[src/rtl/hamming_weight_acc.sv]
// ---------------------------------------------------------------------------
// hamming_weight_acc
//
// Streaming frame-level Hamming weight accumulator. Each accepted word is
// population-counted (ones, or zeros when in_count_zeros is set) into a
// registered stage S1. Non-last words then fold into a saturating frame
// accumulator. The last word of a frame folds in and the totals go to an
// output register, which holds until downstream consumes them.
//
// Parameters
//   DATA_WIDTH : input word width in bits (power of two, >= 8)
//   ACC_WIDTH  : width of the frame weight accumulator and the word counter
//
// Ports
//   clk            : clock, rising edge
//   rst            : asynchronous active-high reset
//   in_valid       : input word valid
//   in_ready       : block can accept a word this cycle
//   in_data        : word to weigh
//   in_last        : final word of the frame
//   in_count_zeros : 1 = count zero bits of this word, 0 = count one bits
//   out_valid      : frame result valid
//   out_ready      : downstream accepts the result
//   out_weight     : total frame weight, saturated
//   out_words      : number of words in the frame, saturated
//   out_sat        : weight or word count clamped during the frame
// ---------------------------------------------------------------------------
module hamming_weight_acc #(
  parameter int DATA_WIDTH = 32,
  parameter int ACC_WIDTH  = 16
) (
  input  logic                  clk,
  input  logic                  rst,
  input  logic                  in_valid,
  output logic                  in_ready,
  input  logic [DATA_WIDTH-1:0] in_data,
  input  logic                  in_last,
  input  logic                  in_count_zeros,
  output logic                  out_valid,
  input  logic                  out_ready,
  output logic [ACC_WIDTH-1:0]  out_weight,
  output logic [ACC_WIDTH-1:0]  out_words,
  output logic                  out_sat
);

  localparam int LEVELS          = $clog2(DATA_WIDTH);
  localparam int WORD_WEIGHT_LEN = LEVELS + 1;
  // Zero padding that widens a per-word weight to the accumulator sum width.
  localparam int PAD_WIDTH       = ACC_WIDTH + 1 - WORD_WEIGHT_LEN;

  // -------------------------------------------------------------------------
  // Population count: balanced adder tree. Level gi holds DATA_WIDTH>>gi
  // partial sums, each gi+1 bits wide, so no level carries excess width.
  // -------------------------------------------------------------------------
  logic [DATA_WIDTH-1:0]      pc_src;
  logic [WORD_WEIGHT_LEN-1:0] word_weight;

  assign pc_src = in_count_zeros ? ~in_data : in_data;

  genvar gi, gj;
  generate
    for (gi = 0; gi <= LEVELS; gi++) begin : g_lvl
      localparam int NODES = DATA_WIDTH >> gi;
      logic [gi:0] node [NODES];
      if (gi == 0) begin : g_leaf
        for (gj = 0; gj < NODES; gj++) begin : g_bit
          assign node[gj] = pc_src[gj];
        end
      end else begin : g_add
        for (gj = 0; gj < NODES; gj++) begin : g_pair
          assign node[gj] = {1'b0, g_lvl[gi-1].node[2*gj]}
                          + {1'b0, g_lvl[gi-1].node[2*gj+1]};
        end
      end
    end
  endgenerate

  assign word_weight = g_lvl[LEVELS].node[0];

  // -------------------------------------------------------------------------
  // State
  // -------------------------------------------------------------------------
  logic                       s1_valid_q,  s1_valid_d;
  logic [WORD_WEIGHT_LEN-1:0] s1_weight_q, s1_weight_d;
  logic                       s1_last_q,   s1_last_d;
  logic [ACC_WIDTH-1:0]       acc_q,       acc_d;
  logic [ACC_WIDTH-1:0]       cnt_q,       cnt_d;
  logic                       sat_q,       sat_d;
  logic                       out_valid_q, out_valid_d;
  logic [ACC_WIDTH-1:0]       out_weight_q, out_weight_d;
  logic [ACC_WIDTH-1:0]       out_words_q,  out_words_d;
  logic                       out_sat_q,    out_sat_d;

  // -------------------------------------------------------------------------
  // Handshake and saturating sums
  // -------------------------------------------------------------------------
  logic                 out_free;
  logic                 s1_adv;
  logic                 accept;
  logic [ACC_WIDTH:0]   acc_sum;
  logic [ACC_WIDTH:0]   cnt_sum;
  logic                 acc_clamp;
  logic                 cnt_clamp;
  logic [ACC_WIDTH-1:0] acc_sat;
  logic [ACC_WIDTH-1:0] cnt_sat;

  // The output register can take a new result if empty or emptying now.
  assign out_free = ~out_valid_q | out_ready;
  // Non-last words always drain into the accumulator; a last word needs room.
  assign s1_adv   = s1_valid_q & (~s1_last_q | out_free);
  assign in_ready = ~s1_valid_q | s1_adv;
  assign accept   = in_valid & in_ready;

  // One extra bit catches the overflow that triggers clamping.
  assign acc_sum   = {1'b0, acc_q} + {{PAD_WIDTH{1'b0}}, s1_weight_q};
  assign cnt_sum   = {1'b0, cnt_q} + {{ACC_WIDTH{1'b0}}, 1'b1};
  assign acc_clamp = acc_sum[ACC_WIDTH];
  assign cnt_clamp = cnt_sum[ACC_WIDTH];
  assign acc_sat   = acc_clamp ? {ACC_WIDTH{1'b1}} : acc_sum[ACC_WIDTH-1:0];
  assign cnt_sat   = cnt_clamp ? {ACC_WIDTH{1'b1}} : cnt_sum[ACC_WIDTH-1:0];

  always_comb begin
    s1_valid_d   = s1_valid_q;
    s1_weight_d  = s1_weight_q;
    s1_last_d    = s1_last_q;
    acc_d        = acc_q;
    cnt_d        = cnt_q;
    sat_d        = sat_q;
    out_valid_d  = out_valid_q;
    out_weight_d = out_weight_q;
    out_words_d  = out_words_q;
    out_sat_d    = out_sat_q;

    // Stage 1 load / drain.
    if (accept) begin
      s1_valid_d  = 1'b1;
      s1_weight_d = word_weight;
      s1_last_d   = in_last;
    end else if (s1_adv) begin
      s1_valid_d  = 1'b0;
    end

    // Result consumed; a fresh load below overrides this in the same edge.
    if (out_valid_q && out_ready) begin
      out_valid_d = 1'b0;
    end

    // Stage 2: accumulate, or close the frame.
    if (s1_adv) begin
      if (!s1_last_q) begin
        acc_d = acc_sat;
        cnt_d = cnt_sat;
        sat_d = sat_q | acc_clamp | cnt_clamp;
      end else begin
        out_valid_d  = 1'b1;
        out_weight_d = acc_sat;
        out_words_d  = cnt_sat;
        out_sat_d    = sat_q | acc_clamp | cnt_clamp;
        acc_d        = '0;
        cnt_d        = '0;
        sat_d        = 1'b0;
      end
    end
  end

  always_ff @(posedge clk or posedge rst) begin
    if (rst) begin
      s1_valid_q   <= 1'b0;
      s1_weight_q  <= '0;
      s1_last_q    <= 1'b0;
      acc_q        <= '0;
      cnt_q        <= '0;
      sat_q        <= 1'b0;
      out_valid_q  <= 1'b0;
      out_weight_q <= '0;
      out_words_q  <= '0;
      out_sat_q    <= 1'b0;
    end else begin
      s1_valid_q   <= s1_valid_d;
      s1_weight_q  <= s1_weight_d;
      s1_last_q    <= s1_last_d;
      acc_q        <= acc_d;
      cnt_q        <= cnt_d;
      sat_q        <= sat_d;
      out_valid_q  <= out_valid_d;
      out_weight_q <= out_weight_d;
      out_words_q  <= out_words_d;
      out_sat_q    <= out_sat_d;
    end
  end

  assign out_valid  = out_valid_q;
  assign out_weight = out_weight_q;
  assign out_words  = out_words_q;
  assign out_sat    = out_sat_q;

endmodule

[config.mk]
export PLATFORM = sky130hd
export DESIGN_NAME = hamming_weight_acc
export DESIGN_NICKNAME = d
export VERILOG_FILES = /design/src/rtl/hamming_weight_acc.sv
export SDC_FILE = /design/constraint.sdc
export NUM_CORES = 1
export LEC_CHECK = 0
export CAP_MARGIN = 40
export CORE_MARGIN = 2
export CORE_UTILIZATION = 55
export DETAILED_ROUTE_END_ITERATION = 10
export DONT_BUFFER_PORTS = 1
export GPL_ROUTABILITY_DRIVEN = 1
export PLACE_DENSITY = 0.8
export SYNTH_ARGS = -nofsm -noshare
export SYNTH_HDL_FRONTEND = slang
export SYNTH_SLANG_ARGS = --single-unit
[constraint.sdc]
create_clock -name clk -period 3.6 [get_ports clk]
set_clock_uncertainty 0.15 [all_clocks]
set_input_delay 0.72 -clock clk [delete_from_list [all_inputs] [get_ports clk]]
set_output_delay 0.72 -clock clk [all_outputs]
set_load 0.1 [all_outputs]
## Word level (Yosys, flattened, before mapping)

Cells that the tools add are included.

| storage, ports and cells | value |
|---|---|
| input bits | 38 |
| flip-flop bits (word level) | 75 |
| output and inout bits | 35 |
| ROM bits | 0 |
| word-level logic and storage cells | 68 |
| bits in latches | 0 |
| memories kept | 0 |
| RAM bits | 0 |

| cells by class | value |
|---|---|
| divide/modulo/power cells | 0 |
| bitwise logic cells | 11 |
| reductions and logical operators | 3 |
| multiplexer cells | 11 |
| add/subtract/negate cells | 33 |
| $lt $le $gt $ge | 0 |
| eq/ne operators | 0 |
| multipliers | 0 |
| shift-type cells | 0 |

Operators by type and width:

| kind | count |
|---|---|
| 16-bit 2-to-1 mux | 4 |
| 1-bit by 1-bit adder with 2-bit output | 16 |
| 32-bit 2-to-1 mux | 1 |
| 32-bit inverter | 1 |
| 2-bit by 2-bit adder with 3-bit output | 8 |
| 16-bit by 1-bit adder with 17-bit output, second input constant | 1 |
| 16-bit by 6-bit adder with 17-bit output | 1 |
| 3-bit by 3-bit adder with 4-bit output | 4 |
| 4-bit by 4-bit adder with 5-bit output | 2 |
| 5-bit by 5-bit adder with 6-bit output | 1 |
| 1-bit 2-to-1 mux | 6 |
| 1-bit OR | 5 |
| 1-bit inverter | 3 |
| 1-bit AND | 2 |
| 2-bit AND reduction | 1 |
| 2-bit nonzero test | 1 |
| 1-bit logical AND | 1 |

## Logic depth before layout (Yosys ltp)

| logic depth | value |
|---|---|
| word-level depth | 7 |
| depth in mapped cells | 19 |
| gate-level depth less buffers | 17 |

## Least setup slack after synthesis

Ideal clock, no wire load.

| timing path | value |
|---|---|
| path type | input-to-reg |
| start point | input in_count_zeros |
| end point | register s1_weight_q[4] |
| slack | -2525 ps |
| cell stages on the path | 18 |
| arrival | 5838 ps |
| path through | clkbuf_1 > buf_1 > xnor2_1 > fa_1 > fa_1 > inv_1 > fa_1 > inv_1 > fa_1 > fa_1 > fa_1 > inv_1 > ha_1 > fa_1 > a21o_1 > a21oi_1 > xor2_1 > o21ai_0 |

| on the way | value |
|---|---|
| longest elaborated chain between the ends | 6 |
| elaborated cells between the ends (all ways) | 32 |
| classes of those cells | add/sub (31); mux (1) |

RTL lines:

| what | RTL line | RTL |
|---|---|---|
| from (decl) | 38 | `input logic in_count_zeros,` |
| 32-bit 2-to-1 mux (*) | 58 | `assign pc_src = in_count_zeros ? ~in_data : in_data;` |
| 1-bit by 1-bit adder with 2-bit output | 72 | `+ {1'b0, g_lvl[gi-1].node[2*gj+1]};` |
| 2-bit by 2-bit adder with 3-bit output | 72 |  |
| 3-bit by 3-bit adder with 4-bit output | 72 |  |
| 4-bit by 4-bit adder with 5-bit output | 72 |  |
| 5-bit by 5-bit adder with 6-bit output (*) | 72 |  |
| to (signal assigned) | 180 | `s1_weight_q <= s1_weight_d;` |
| to (decl) | 84 | `logic [WORD_WEIGHT_LEN-1:0] s1_weight_q, s1_weight_d;` |

Every way passes the cells marked *; elsewhere a longest branch is shown, timed or not.
A chain may end at the register's enable or synchronous reset.

## Worst setup path after layout

Same ends and word-level chain as after synthesis.

==> results.md <==
- Nets@finish: around 600
- Leakage power: 2.58 nW
- Die Y: 99.0 um
- Post-Route WL: 11,200 um
- GRT overflow: 0
- CTS Buf Count: 9
- Sw frac: 0.474
- Crit-path slowest cell: fa_1
- DRC: 0
- Util after Layout: 0.683
- Worst-path clk slew: approximately 0.090 ns
- Distinct cells, synth: 62
- Hold Violations, Final: 0
- Area growth, synth to finish: 19.9%
- Die ar.: 9800 sq um
- Hold-fix buffers, CTS: 0
- Worst setup path class: in2reg
- CP arrival: between 5 and 6 ns
- Number of buffers and inverters on the critical path: 3
- Final setup fails: 6
- Most common cell after layout, fill and taps aside: dfrtp_1
- CP endpoint kind: register
- Max VDD drop: 0.000740 V
- Root Driver: clkbuf_8
- Crit path cell chain: xnor2_4 > fa_1 > fa_1 > inv_1 > fa_1 > inv_2 > fa_1 > fa_2 > fa_1 > inv_2 > ha_4 > fa_2 > a21o_1 > a21oi_2 > xor2_1 > o21ai_1
- CTS Buffer Depth: 2
- Global-route wire length before repair: roughly 19,000 um
- Clk pwr share: 0.106
- Post-synth EDFFs: 0
- Total GRT Usage: 0.240
- Sequential Power Share: 0.240
- RSZ-0062 raised after global routing: yes
- CP required: 3.68 ns
- Actual slew at the worst max-slew pin: around 0.9 ns
- Mapped Avg Cell Area: 9.64 sq um
- CP most frequent cell: fa_1
- Routed vias/inst: approximately 6.0
- Initial antenna violation count: 0
- Critical path's top delay family: adder cells
- Commonest non-fill, non-tap cells in the layout: 75 x dfrtp_1, 46 x nand2_1, 42 x nor2_1, 41 x a21oi_1, 32 x o21ai_0
- Post-DP HPWL: about 8100 um
- Combinational power share: 0.655
- Switching pwr: 3.03 mW
- Crit-path max FO: 32
- Power Total: between 6 and 7 mW
- Tightest Hold Check Type: in2async
- Max Cap Viol: 0
- Gpl congestion: between 0.8 and 0.9
- Post-synth top flop: dfrtp_1
- Row Count: 34
- Ant diodes: 0
- Largest net degree at the start of global routing: 33
- Initial Utilization: 0.569
- Fmax: 0.198 GHz
- Min setup slack post-route: -1.45 ns
- Max incr delay on CP: 0.57 ns
- Share of cells above drive strength 1: 0.199
- DR WL/cell: about 17 um
- Die X: 99.0 um
- Mapped Cells: slightly above 500
- Failing checks: setup timing
- Crit path time final: a little over 5 ns
- Post-synth net total: 592
- #FFs+latches synth: 75
- H-tree levels: 3
- CORE AREA: 8720 sq um
- Final Slew Violations: 0
- Yosys warns: 0
- Final ANT Viol Nets: 0
- Vias: roughly 3.9k
- I/O pin cnt: 73
- Fin crit share: 1.40
- Sequential share of the synthesized area: 0.378
- Internal power: 3.36 mW
- Vias in the first global route: 3,972
- DRT Pass-1 Iters: 5
- Ys async rst share: 1.00
- Status: complete, but fails checks
- Clock sink count: 75
- Initial drt markers: 206
- PD cells: 1070 nW/um^2
- Syn Std Cell Area: 4970 sq um
- FILL cells: 643
- Startpoint Class: input port
- Worst slew margin: 0.391
- TritonCTS clock tree: done
- Skew-Pair Late Insertion Delay: 0.36 ns
- IO Port Bufs: 0
[synthesized netlist by cell type, types with 2 or more instances]
cell / instances / area share
buf_2: 6 / 0.0060
ha_1: 14 / 0.035
inv_1: 32 / 0.024
o21ai_0: 36 / 0.036
nor4_1: 2 / 0.0025
nor2b_1: 3 / 0.0038
xnor2_1: 40 / 0.071
nand2_1: 46 / 0.035
and3_1: 4 / 0.0050
clkbuf_1: 9 / 0.0068
buf_6: 2 / 0.0045
nand2b_1: 2 / 0.0025
nor2_1: 43 / 0.033
and2_1: 3 / 0.0038
o21a_1: 2 / 0.0030
a31oi_1: 19 / 0.024
buf_1: 3 / 0.0023
xor2_1: 12 / 0.021
nand4_1: 4 / 0.0050
a22o_1: 3 / 0.0053
or3_4: 2 / 0.0045
a211oi_1: 3 / 0.0045
o31ai_1: 7 / 0.011
dfrtp_1: 75 / 0.38
mux2_2: 4 / 0.0091
a21oi_1: 44 / 0.044
clkbuf_8: 4 / 0.011
nand4_2: 2 / 0.0050
nor3_1: 6 / 0.0060
a31o_2: 8 / 0.014
a21o_2: 2 / 0.0035
nand3_1: 9 / 0.0091
a21o_1: 7 / 0.011
a21boi_0: 2 / 0.0030
a211oi_2: 2 / 0.0050
fa_1: 25 / 0.10
and4_1: 3 / 0.0053
[kinds of logic (layout without fill, tap and decap cells)]
logic type / count (synthesis) / after routing / synth area share
buffers and inverters: 58 / 82 / 0.0574
adders and majority gates: 39 / 39 / 0.136
DFF: 75 / 75 / 0.378
AOI/OAI and AO/OA: 144 / 144 / 0.181
xor gates and xnor gates: 52 / 52 / 0.0917
and+or+nand+nor: 143 / 143 / 0.146
muxes: 4 / 4 / 0.00907
[cell type report]
cell class,instances,area (sq um),share of cell area
multi-input cells,382,2980,0.500
flip-flops and latches,75,1880,0.315
repair buffers,34,643,0.108
clock buffers,10,138,0.0231
well taps,108,135,0.0227
inverters,32,120,0.0202
clock inverters,6,65.1,0.0109
[registers in the layout, indices dropped and copies added, names as in the netlist]
name         cells
acc_q           16
cnt_q           16
out_sat          1
out_valid        1
out_weight      16
out_words       16
s1_last_q        1
s1_valid_q       1
s1_weight_q      6
sat_q            1
[path summary, 6_finish.rpt]
check,start,end,slack [ns],cells after the start
max,in_count_zeros,s1_weight_q[4],-1.45,16
min,rst,out_words[3],0.1,1
max reg2reg,s1_weight_q[0],out_weight[11],0.77,9
min reg2reg,sat_q,sat_q,0.34,2
max in group asynchronous,rst,cnt_q[0],2.43,2
min in group clk,in_valid,s1_valid_q,0.32,1
[power groups by stage]
| stage | clock [mW] | sequential (mW) | combinational (mW) |
|---|---|---|---|
| finish | 0.673 | 1.53 | 4.18 |
| global route | 0.718 | 1.55 | 4.63 |
| CTS | 0.672 | 1.53 | 4.11 |
| detailed placement | 0 | 1.54 | 3.84 |
| global placement | 0 | 1.92 | 2.82 |
| floorplan | 0 | 1.89 | 2.28 |
[repair_timing]
item	4_1_cts	5_1_grt
setup buffers	1	0
setup endpoints to repair	6	6
resized for setup	5	12
pin swaps	10	15
[per-stage QoR]
| stage | setup WS (ns) | setup TNS, ns | area [sq um] | hold WS (ns) | std cells |
|---|---|---|---|---|---|
| after global placement | -1.70 | -9.03 | 5110 | 0.310 | 610 |
| after global routing | -1.57 | -7.68 | 5950 | 0.131 | 647 |
| after floorplan | -1.91 | -10.09 | 5100 | 0.296 | 515 |
| after CTS | -1.51 | -7.76 | 5900 | 0.115 | 647 |
| final | -1.45 | -7.07 | 5950 | 0.0976 | 647 |
| after detailed placement | -1.90 | -9.92 | 5650 | 0.323 | 630 |
[per-layer routing]
metal | track usage | vias to the layer above | share of wire
met4 | 0.0864 | 0 | 0.024
met2 | 0.424 | 140 | 0.53
met3 | 0.0560 | 26 | 0.054
met1 | 0.287 | 1906 | 0.40
li1 | - | 1822 | -
met5 | 0 | - | 0
(Power assumes the default switching activity.)
